<file path="config.mk">
export PLATFORM = sky130hd
export DESIGN_NAME = rtc_pps_discipline
export DESIGN_NICKNAME = d
export VERILOG_FILES = /design/src/rtl/rtc_pps_discipline.sv
export SDC_FILE = /design/constraint.sdc
export NUM_CORES = 1
export LEC_CHECK = 0
export CAP_MARGIN = 20
export CORE_AREA = 3 3 120 122
export CTS_BUF_LIST = sky130_fd_sc_hd__clkbuf_2 sky130_fd_sc_hd__clkbuf_4 sky130_fd_sc_hd__clkbuf_8
export CTS_CLUSTER_SIZE = 20
export DETAILED_ROUTE_END_ITERATION = 6
export DIE_AREA = 0 0 123 125
export PLACE_DENSITY = 0.78
export REMOVE_ABC_BUFFERS = 1
export SYNTH_ARGS = -nofsm -noshare
export SYNTH_HDL_FRONTEND = slang
export SYNTH_SLANG_ARGS = --single-unit
</file>
<file path="constraint.sdc">
create_clock -name i_clk -period 3.9 [get_ports i_clk]
set_input_delay 0.585 -clock i_clk [delete_from_list [all_inputs] [get_ports i_clk]]
set_output_delay 0.585 -clock i_clk [all_outputs]
set_load 0.02 [all_outputs]
</file>
<file path="src/rtl/rtc_pps_discipline.sv">
// Disciplines an RTC sub-second counter to a 1 PPS reference: hack, read back phase/speed,
// apply a clamped proportional ckspeed correction, and share the clock bus with a host port.
module rtc_pps_discipline #(
    parameter int          GAIN_SHIFT  = 4,
    parameter logic [31:0] MAX_STEP    = 32'd256,
    parameter logic [15:0] LOCK_THRESH = 16'd64,
    parameter int          LOCK_COUNT  = 4
) (
    input  logic        i_clk,
    input  logic        i_reset_n,
    input  logic        i_enable,
    input  logic        i_pps,
    input  logic        i_host_stb,
    input  logic        i_host_we,
    input  logic [2:0]  i_host_addr,
    input  logic [31:0] i_host_data,
    input  logic [3:0]  i_host_sel,
    output logic        o_host_stall,
    output logic [31:0] o_host_data,
    output logic        o_wb_stb,
    output logic        o_wb_we,
    output logic [2:0]  o_wb_addr,
    output logic [31:0] o_wb_data,
    output logic [3:0]  o_wb_sel,
    input  logic [31:0] i_wb_data,
    output logic        o_hack,
    output logic [15:0] o_phase_err,
    output logic        o_update,
    output logic        o_locked,
    output logic        o_overrun
);

    typedef enum logic [3:0] {
        S_IDLE    = 4'd0,
        S_HACK    = 4'd1,
        S_WAIT1   = 4'd2,
        S_WAIT2   = 4'd3,
        S_RD_TIME = 4'd4,
        S_RD_CNT  = 4'd5,
        S_RD_SPD  = 4'd6,
        S_CALC    = 4'd7,
        S_WR_SPD  = 4'd8,
        S_DONE    = 4'd9
    } state_t;

    localparam logic signed [31:0] STEP_POS = $signed(MAX_STEP);
    localparam logic signed [31:0] STEP_NEG = -$signed(MAX_STEP);
    localparam logic [3:0]         LOCK_MAX = 4'(LOCK_COUNT);

    state_t      state_q, state_d;
    logic [2:0]  pps_sync_q, pps_sync_d;
    logic        enable_q, enable_d;
    logic [7:0]  phase_hi_q, phase_hi_d;
    logic [7:0]  phase_lo_q, phase_lo_d;
    logic [31:0] speed_q, speed_d;
    logic [15:0] phase_err_q, phase_err_d;
    logic [3:0]  lock_cnt_q, lock_cnt_d;
    logic        locked_q, locked_d;
    logic        overrun_q, overrun_d;

    logic               pps_evt_s;
    logic [15:0]        err_s;
    logic signed [31:0] err_ext_s;
    logic signed [31:0] step_raw_s;
    logic signed [31:0] step_s;
    logic [31:0]        diff_s;
    logic [15:0]        err_mag_s;
    logic               in_lock_s;

    // State and datapath registers.
    always_ff @(posedge i_clk or negedge i_reset_n) begin
        if (!i_reset_n) begin
            state_q     <= S_IDLE;
            pps_sync_q  <= 3'd0;
            enable_q    <= 1'b0;
            phase_hi_q  <= 8'd0;
            phase_lo_q  <= 8'd0;
            speed_q     <= 32'd0;
            phase_err_q <= 16'd0;
            lock_cnt_q  <= 4'd0;
            locked_q    <= 1'b0;
            overrun_q   <= 1'b0;
        end else begin
            state_q     <= state_d;
            pps_sync_q  <= pps_sync_d;
            enable_q    <= enable_d;
            phase_hi_q  <= phase_hi_d;
            phase_lo_q  <= phase_lo_d;
            speed_q     <= speed_d;
            phase_err_q <= phase_err_d;
            lock_cnt_q  <= lock_cnt_d;
            locked_q    <= locked_d;
            overrun_q   <= overrun_d;
        end
    end

    // PPS synchroniser, edge detect and correction arithmetic.
    always_comb begin
        pps_sync_d = {pps_sync_q[1:0], i_pps};
        pps_evt_s  = pps_sync_q[1] & ~pps_sync_q[2];
        enable_d   = i_enable;

        err_s      = {phase_hi_q, phase_lo_q};
        err_ext_s  = {{16{err_s[15]}}, err_s};
        step_raw_s = err_ext_s >>> GAIN_SHIFT;
        if (step_raw_s > STEP_POS) begin
            step_s = STEP_POS;
        end else if (step_raw_s < STEP_NEG) begin
            step_s = STEP_NEG;
        end else begin
            step_s = step_raw_s;
        end
        // Lagging clock (negative error) must speed up, hence subtraction.
        diff_s = i_wb_data - $unsigned(step_s);

        if (phase_err_q[15]) begin
            err_mag_s = 16'd0 - phase_err_q;
        end else begin
            err_mag_s = phase_err_q;
        end
        in_lock_s = (err_mag_s < LOCK_THRESH);
    end

    // Sequencer next state, captures, lock and overrun tracking.
    always_comb begin
        state_d     = state_q;
        phase_hi_d  = phase_hi_q;
        phase_lo_d  = phase_lo_q;
        speed_d     = speed_q;
        phase_err_d = phase_err_q;
        lock_cnt_d  = lock_cnt_q;
        locked_d    = locked_q;

        case (state_q)
            S_IDLE: begin
                if (pps_evt_s && i_enable) begin
                    state_d = S_HACK;
                end else begin
                    state_d = S_IDLE;
                end
            end
            S_HACK:    state_d = S_WAIT1;
            S_WAIT1:   state_d = S_WAIT2;
            S_WAIT2:   state_d = S_RD_TIME;
            S_RD_TIME: state_d = S_RD_CNT;
            S_RD_CNT: begin
                phase_hi_d = i_wb_data[7:0];
                state_d    = S_RD_SPD;
            end
            S_RD_SPD: begin
                phase_lo_d = i_wb_data[31:24];
                state_d    = S_CALC;
            end
            S_CALC: begin
                // A zero ckspeed would stop the clock outright.
                if (diff_s == 32'd0) begin
                    speed_d = 32'd1;
                end else begin
                    speed_d = diff_s;
                end
                phase_err_d = err_s;
                state_d     = S_WR_SPD;
            end
            S_WR_SPD:  state_d = S_DONE;
            S_DONE: begin
                if (!in_lock_s) begin
                    lock_cnt_d = 4'd0;
                end else if (lock_cnt_q == LOCK_MAX) begin
                    lock_cnt_d = lock_cnt_q;
                end else begin
                    lock_cnt_d = lock_cnt_q + 4'd1;
                end
                locked_d = (lock_cnt_d == LOCK_MAX);
                state_d  = S_IDLE;
            end
            default:   state_d = S_IDLE;
        endcase

        if (!i_enable) begin
            lock_cnt_d = 4'd0;
            locked_d   = 1'b0;
        end else begin
            lock_cnt_d = lock_cnt_d;
        end

        if (pps_evt_s && (state_q != S_IDLE)) begin
            overrun_d = 1'b1;
        end else if (i_enable && !enable_q) begin
            overrun_d = 1'b0;
        end else begin
            overrun_d = overrun_q;
        end
    end

    // Clock bus arbitration: host passes through only while the sequencer is idle.
    always_comb begin
        o_wb_stb     = 1'b0;
        o_wb_we      = 1'b0;
        o_wb_addr    = 3'd0;
        o_wb_data    = 32'd0;
        o_wb_sel     = 4'd0;
        o_host_stall = 1'b0;
        case (state_q)
            S_IDLE: begin
                o_wb_stb  = i_host_stb;
                o_wb_we   = i_host_we;
                o_wb_addr = i_host_addr;
                o_wb_data = i_host_data;
                o_wb_sel  = i_host_sel;
            end
            S_RD_TIME: begin
                o_host_stall = i_host_stb;
                o_wb_stb     = 1'b1;
                o_wb_addr    = 3'd5;
                o_wb_sel     = 4'hF;
            end
            S_RD_CNT: begin
                o_host_stall = i_host_stb;
                o_wb_stb     = 1'b1;
                o_wb_addr    = 3'd6;
                o_wb_sel     = 4'hF;
            end
            S_RD_SPD: begin
                o_host_stall = i_host_stb;
                o_wb_stb     = 1'b1;
                o_wb_addr    = 3'd4;
                o_wb_sel     = 4'hF;
            end
            S_WR_SPD: begin
                o_host_stall = i_host_stb;
                o_wb_stb     = 1'b1;
                o_wb_we      = 1'b1;
                o_wb_addr    = 3'd4;
                o_wb_data    = speed_q;
                o_wb_sel     = 4'hF;
            end
            default: begin
                o_host_stall = i_host_stb;
            end
        endcase
    end

    assign o_host_data = i_wb_data;
    assign o_hack      = (state_q == S_HACK);
    assign o_update    = (state_q == S_DONE);
    assign o_phase_err = phase_err_q;
    assign o_locked    = locked_q;
    assign o_overrun   = overrun_q;

endmodule

</file>
==> flow_metrics.tcl, run 1 <==
set metrics [dict create \
    hold_buffers 0 \
    failed_checks "setup timing" \
    coreArea_um2 13300 \
    crit_end "speed_q[0]$_DFFE_PN0N_" \
    cts.htree.levels 3 \
    critPathCaptureType "register" \
    fp.dieH_um 125 \
    cap_violations 0 \
    postRouteAntennaNets 0 \
    grt_pass1_wl_mm 29.9 \
    crit_arrival_ns 4.43 \
    cts_buffer_depth 2 \
    fin_crit_sh_pct 107 \
    synth_top_area_share_pct 32.4 \
    drt_pre_antenna_iters 5 \
    tightest_slew_ns 0.975 \
    clkSlewWorstSetupHoldPaths_ns 0.08 \
    vias 6333 \
    finalSetupViolCount 6 \
    async_flop_share_pct 100 \
    grt_max_degree 79 \
    fmax_ghz 0.240 \
    crit_required_ns 4.16 \
    vdd_drop_max_uv 446 \
    synth_area_um2 6030 \
    drt_iter0_drc 412 \
    setup_ws_ns -0.263 \
    critical_path_class "register to register" \
    cts_made_buffers 9 \
    tritoncts "yes" \
    ioPinCount 171 \
    power.density_nw_per_um2 919 \
    min_from "pps_sync_q[0]$_DFF_PN0_" \
    pre_cts_ws_ns -0.523 \
    grt_usage_pct 23.9 \
    yosysWarnings 0 \
    drc 0 \
    stdcell_count 1160 \
    numPortBuffers 170 \
    cts.sinks 78 \
    dp.cells 1132 \
    clock-root-buffer "clkbuf_8" \
    gp_congestion 0.971 \
    p_clk_share_pct 7.9 \
    die_area_um2 15400 \
    maxSlewHeadroom_pct 35.0 \
    drv_slew 0 \
    dieWidth_um 123 \
    p_leak_uw 0.00402 \
    synth_top_area_cell "dfrtp_1" \
    fin_skew_ns 0.0125 \
    clock_latency_ns 0.36 \
    min_path_type "register to register" \
    synth_commonest_cells "nand2_1 (123), dfrtp_1 (78), nor2_1 (68)" \
    grt_pass1_vias 6126 \
    yosys.cell_count.top_type "nand2_1" \
    synth_area_leaders "dfrtp_1 (32%), nand2_1 (7.7%), ha_1 (7.1%)" \
    power.share.switching_pct 44.6 \
    synth_cell_type_count 68 \
    syn_avg_cell_area_um2 8.29 \
    viasPerCell 5.46 \
    synth-edff-count 0 \
    syn-instance-count 727 \
    outcome "complete, but fails checks" \
    wire_per_inst_um 17.0 \
    internal_power_uw 4770 \
    worstSetupStartpoint "phase_hi_q[0]$_DFFE_PN0P_" \
    r2r-start "phase_hi_q[0]$_DFFE_PN0P_" \
    start_util_pct 45.3 \
    nets 1092 \
    rsz0062_at_grt "true" \
    p_comb_share_pct 75.4 \
    min_period_ns 4.16 \
    cp-start-kind "register" \
    synth_seq_area_share_pct 32.4 \
    antenna_cells 0 \
    rows 42 \
    drive_gt1_share_pct 26.2 \
    hold_viol_final 0 \
    fill_cells 954 \
    r2r_setup_slack_ns -0.26 \
    path_max_fanout 5 \
    r2r-end "speed_q[0]$_DFFE_PN0N_" \
    routed_wl_mm 19.7 \
    syn2layout_area_growth_pct 55.5 \
    p_sw_uw 3840 \
    antenna_found_initial 0 \
    dp_hpwl_mm 14.3 \
    synth_flop_cell "dfrtp_1" \
    ys_ff_latch 78 \
    seqPwrFrac_pct 16.7 \
    grt_overflow 0 \
    r2r_cells 18 \
]
[cell type report]
class | count | area, µm² | area share, %
Timing Repair Buffer | 307 | 2750 | 29.4
Tap cell | 176 | 220 | 2.35
Multi-Input combinational cell | 565 | 4160 | 44.4
Clock inverter | 5 | 83.8 | 0.895
Sequential cell | 78 | 1950 | 20.8
Inverter | 19 | 71.3 | 0.761
Clock buffer | 10 | 131 | 1.40
[how the worst min path moves through the flow]
stage                                          to  slack, ns  cells after the start
after floorplan                enable_q$_DFF_PN0_       0.29                      0
after global placement    pps_sync_q[1]$_DFF_PN0_       0.34                      0
after detailed placement  pps_sync_q[1]$_DFF_PN0_       0.34                      0
after CTS                 pps_sync_q[1]$_DFF_PN0_       0.36                      0
after global routing      pps_sync_q[1]$_DFF_PN0_       0.37                      0
final                     pps_sync_q[1]$_DFF_PN0_       0.36                      0
[registers in the layout, summed over array words and instances, names as in the netlist]
signal and count:
phase_lo_q 8, o_phase_err 16, phase_hi_q 8, state_q 4, o_locked 1, enable_q 1
lock_cnt_q 4, speed_q 32, o_overrun 1, pps_sync_q 3
[power by group through the flow]
| stage | Clock, µW | Combinational, µW | Sequential, µW |
|---|---|---|---|
| after detailed placement | 0 | 5510 | 1440 |
| after global routing | 725 | 6950 | 1490 |
| after CTS | 694 | 5710 | 1430 |
| after global placement | 0 | 5430 | 1430 |
| final | 684 | 6490 | 1440 |
| after floorplan | 0 | 2790 | 1530 |
[kinds of logic after synthesis]
family          count (synthesis)  share of synthesized area [%]
buf+inv                        85                           7.52
simple gates                  272                           20.2
flops                          78                           32.4
fa+ha+maj                      35                           7.39
mux                            57                           9.93
xor+xnor                       23                           3.34
compound gates                177                           19.3
[layout by cell type, fill, tap and decap left out, drive strengths merged, types with 7 or more instances in the layout]
| master | netlist | routed |
|---|---|---|
| buf | 42 | 138 |
| mux2i | 35 | 35 |
| clkdlybuf4s50 | 0 | 169 |
| mux2 | 22 | 22 |
| ha | 34 | 34 |
| dfrtp | 78 | 78 |
| nor3 | 7 | 7 |
| nand2 | 124 | 124 |
| a211oi | 7 | 7 |
| xnor2 | 11 | 11 |
| and2 | 7 | 7 |
| o21ai | 55 | 55 |
| a21oi | 44 | 44 |
| o21a | 7 | 7 |
| inv | 19 | 20 |
| nand3 | 19 | 19 |
| nand4 | 9 | 9 |
| a21o | 14 | 14 |
| xor2 | 12 | 12 |
| o21bai | 7 | 7 |
| and3 | 7 | 7 |
| nor2 | 68 | 68 |
| clkbuf | 24 | 10 |
[routing by layer]
metal,track usage (%),part of all wire (%),vias to the layer above
met4,7.49,2.4,0
met1,30.2,41,3015
met3,3.79,5.7,38
li1,-,-,3060
met2,41.6,51,220
met5,0,0,-
[worst max-delay path, cell delays in order (launching register included)]
cell,delay (ns)
dfrtp_1,0.41
nor4_2,0.31
nand2_1,0.14
a211oi_4,0.30
nor2_4,0.08
buf_4,0.15
or2_4,0.28
ha_2,0.41
nand2_2,0.12
a2111oi_1,0.33
buf_4,0.19
o31ai_4,0.07
buf_4,0.16
a21oi_1,0.20
o21a_1,0.16
o21ai_0,0.13
nor4_2,0.24
nand4_1,0.14
o31ai_1,0.23
[per-stage QoR]
stage | utilization (%) | instance area [µm²] | hold slack [ns] | setup TNS (ns) | power (µW)
after detailed placement | 64.0 | 8500 | 0.340 | -1.63 | 6950
after global routing | 70.5 | 9370 | 0.371 | -1.97 | 9170
final | 70.5 | 9370 | 0.356 | -0.807 | 8610
after CTS | 66.6 | 8850 | 0.360 | -0.168 | 7840
after floorplan | - | 5640 | 0.289 | -0.973 | 4310
after global placement | 64.0 | 8500 | 0.338 | -0.912 | 6860
[what timing repair did]
item | 4_1_cts | 5_1_grt
endpoints found under the setup margin | 7 | 8
buffers inserted | 4 | 8
gates resized for setup | 24 | 82
gates cloned | 0 | 1
pin swaps | 7 | 15
No activity file was read; power rests on OpenSTA's default activity.
==> run 2, diff against run 1 <==
--- a/config.mk
+++ b/config.mk
@@ -6,12 +6,12 @@
 export NUM_CORES = 1
 export LEC_CHECK = 0
 export CAP_MARGIN = 20
-export CORE_AREA = 3 3 120 122
+export CORE_AREA = 2 2 109 111
 export CTS_BUF_LIST = sky130_fd_sc_hd__clkbuf_2 sky130_fd_sc_hd__clkbuf_4 sky130_fd_sc_hd__clkbuf_8
 export CTS_CLUSTER_SIZE = 20
 export DETAILED_ROUTE_END_ITERATION = 6
-export DIE_AREA = 0 0 123 125
-export PLACE_DENSITY = 0.78
+export DIE_AREA = 0 0 111 113
+export PLACE_DENSITY = 0.88
 export REMOVE_ABC_BUFFERS = 1
 export SYNTH_ARGS = -nofsm -noshare
 export SYNTH_HDL_FRONTEND = slang
==> constraint.sdc (replaced) <==
create_clock -name i_clk -period 4.8 [get_ports i_clk]
set_input_delay 0.72 -clock i_clk [delete_from_list [all_inputs] [get_ports i_clk]]
set_output_delay 0.72 -clock i_clk [all_outputs]
set_load 0.02 [all_outputs]
==> flow_metrics.tcl, run 2 (synthesis results as in run 1) <==
set metrics [dict create \
    outcome "finished clean" \
    dieWidth_um 111 \
    viasPerCell 5.81 \
    critPathSlowestCell "dfrtp_1" \
    largest-register "speed_q" \
    grt_pass1_wl_mm 28.9 \
    dp_hpwl_mm 13.7 \
    hold_viol_final 0 \
    cts.htree.levels 3 \
    r2r_cells 17 \
    routed_wl_mm 18.0 \
    vdd_drop_max_uv 462 \
    vias 5795 \
    crit_chain "nor4_2 -> nand2_1 -> a211oi_2 -> nor2_1 -> nor2_4 -> nand2_1 -> ha_1 -> a211o_1 -> a211o_1 -> nor3_2 -> o21ai_1 -> a211oi_2 -> xor2_1 -> o21ai_0 -> nor4_1 -> nand4_1 -> o31ai_1" \
    cp_num_cells 17 \
    fp.dieH_um 113 \
    fill_cells 944 \
    cts.sinks 78 \
    drive_gt1_share_pct 7.61 \
    maxSlewHeadroom_pct 42.1 \
    grt_pass1_vias 5752 \
    crit_end "speed_q[0]$_DFFE_PN0N_" \
    grt_overflow 0 \
    drt_iter0_drc 342 \
    fmax_ghz 0.222 \
    wire_per_inst_um 18.1 \
    crit_family "compound AO/OA/AOI/OAI gates" \
    drv_slew 0 \
    fin_skew_ns 0.0107 \
    final_cell_mix "clkdlybuf4s50_1 (169), nand2_1 (123), dfrtp_1 (77)" \
    clkSlewWorstSetupHoldPaths_ns 0.08 \
    tightest_slew_ns 0.865 \
    antenna_cells 0 \
    clock_latency_ns 0.37 \
    critPathCaptureType "register" \
    die_area_um2 12500 \
    cts_buffer_depth 2 \
    coreArea_um2 11300 \
    drc 0 \
    hold_buffers 0 \
    dp.cells 979 \
    p_total_uw 5330 \
    multi_input_area_um2 3640 \
    grt_max_degree 79 \
    r2r-end "speed_q[0]$_DFFE_PN0N_" \
    postRouteAntennaNets 0 \
    ioPinCount 171 \
    area.sequential_um2 1950 \
    min_period_ns 4.51 \
    critical_path_class "register to register" \
    numPortBuffers 170 \
    finalSetupViolCount 0 \
    drt_pre_antenna_iters 5 \
    crit_required_ns 5.08 \
    r2r-start "phase_lo_q[4]$_DFFE_PN0P_" \
    rows 39 \
    p_leak_uw 0.00330 \
    path_max_fanout 8 \
    worstSetupStartpoint "phase_lo_q[4]$_DFFE_PN0P_" \
    power.density_nw_per_um2 683 \
    antenna_found_initial 0 \
    crit_arrival_ns 4.79 \
    grt_usage_pct 28.6 \
    start_util_pct 53.5 \
    clock-root-buffer "clkbuf_8" \
    cp_slowest_stage_delay_ns 0.42 \
    gp_congestion 0.948 \
    cap_violations 0 \
    cts_made_buffers 9 \
    min_path_type "input pin to async pin" \
    nets 961 \
    cp-start-kind "register" \
    r2r_setup_slack_ns 0.29 \
    syn2layout_area_growth_pct 29.4 \
    stdcell_count 997 \
    path_buf_inv 0 \
    largest_register_ffs 32 \
    tritoncts "yes" \
    fin_crit_sh_pct 93.9 \
    layout_commonest_cell "clkdlybuf4s50_1" \
]
[run 2: layout make-up]
type                            instances  share of cell area, %
Clock buffer                           11                   1.86
Tap cell                              143                   2.29
Inverter                               19                  0.914
Timing Repair Buffer                  177                   22.7
Sequential cell                        78                   25.0
Clock inverter                          5                  0.433
Multi-Input combinational cell        564                   46.7
[run 2: worst min path at each step]
stage                                         end  depth (start not counted)                     from
after floorplan           pps_sync_q[1]$_DFF_PN0_                          0  pps_sync_q[0]$_DFF_PN0_
after global placement    pps_sync_q[1]$_DFF_PN0_                          0  pps_sync_q[0]$_DFF_PN0_
after detailed placement  pps_sync_q[1]$_DFF_PN0_                          0  pps_sync_q[0]$_DFF_PN0_
after CTS                 pps_sync_q[1]$_DFF_PN0_                          0  pps_sync_q[0]$_DFF_PN0_
after global routing      speed_q[13]$_DFFE_PN0N_                          1                i_reset_n
final                     speed_q[11]$_DFFE_PN0N_                          1                i_reset_n
[run 2: power by group]
part	switching, µW	internal, µW
sequential	273	947
clock	264	208
combinational	2110	1530
total	2640	2680
[run 2: worst register-to-register path, stage by stage (launching register included)]
cell and delay (ns):
dfrtp_1 0.42, nor4_2 0.37, nand2_1 0.12, a211oi_2 0.26, nor2_1 0.13, nor2_4 0.19, nand2_1 0.08, ha_1 0.37
a211o_1 0.36, a211o_1 0.29, nor3_2 0.19, o21ai_1 0.19, a211oi_2 0.31, xor2_1 0.26, o21ai_0 0.17, nor4_1 0.36
nand4_1 0.15, o31ai_1 0.21
[run 2: layer usage]
metal / GRT usage (%) / vias up / wire length, µm
li1: - / 2797 / -
met1: 36.1 / 2756 / 7630
met2: 49.1 / 205 / 8990
met3: 4.77 / 37 / 892
met4: 11.9 / 0 / 499
met5: 0 / - / 0
[run 2: repair_timing]
action,in CTS,in global routing
buffers inserted,0,1
setup endpoints to repair,0,3
resized for setup,0,7
[run 2: through the flow]
stage | area (µm²) | worst slack (ns) | setup TNS, ns | hold slack, ns | util [%]
floorplan | 5640 | 0.0124 | 0 | 0.331 | -
global placement | 7560 | 0.158 | 0 | 0.340 | 67.1
detailed placement | 7560 | 0.0673 | 0 | 0.344 | 67.1
CTS | 7740 | 0.0178 | 0 | 0.363 | 68.7
global route | 7800 | -0.00243 | -0.00243 | 0.244 | 69.2
finish | 7800 | 0.292 | 0 | 0.233 | 69.2
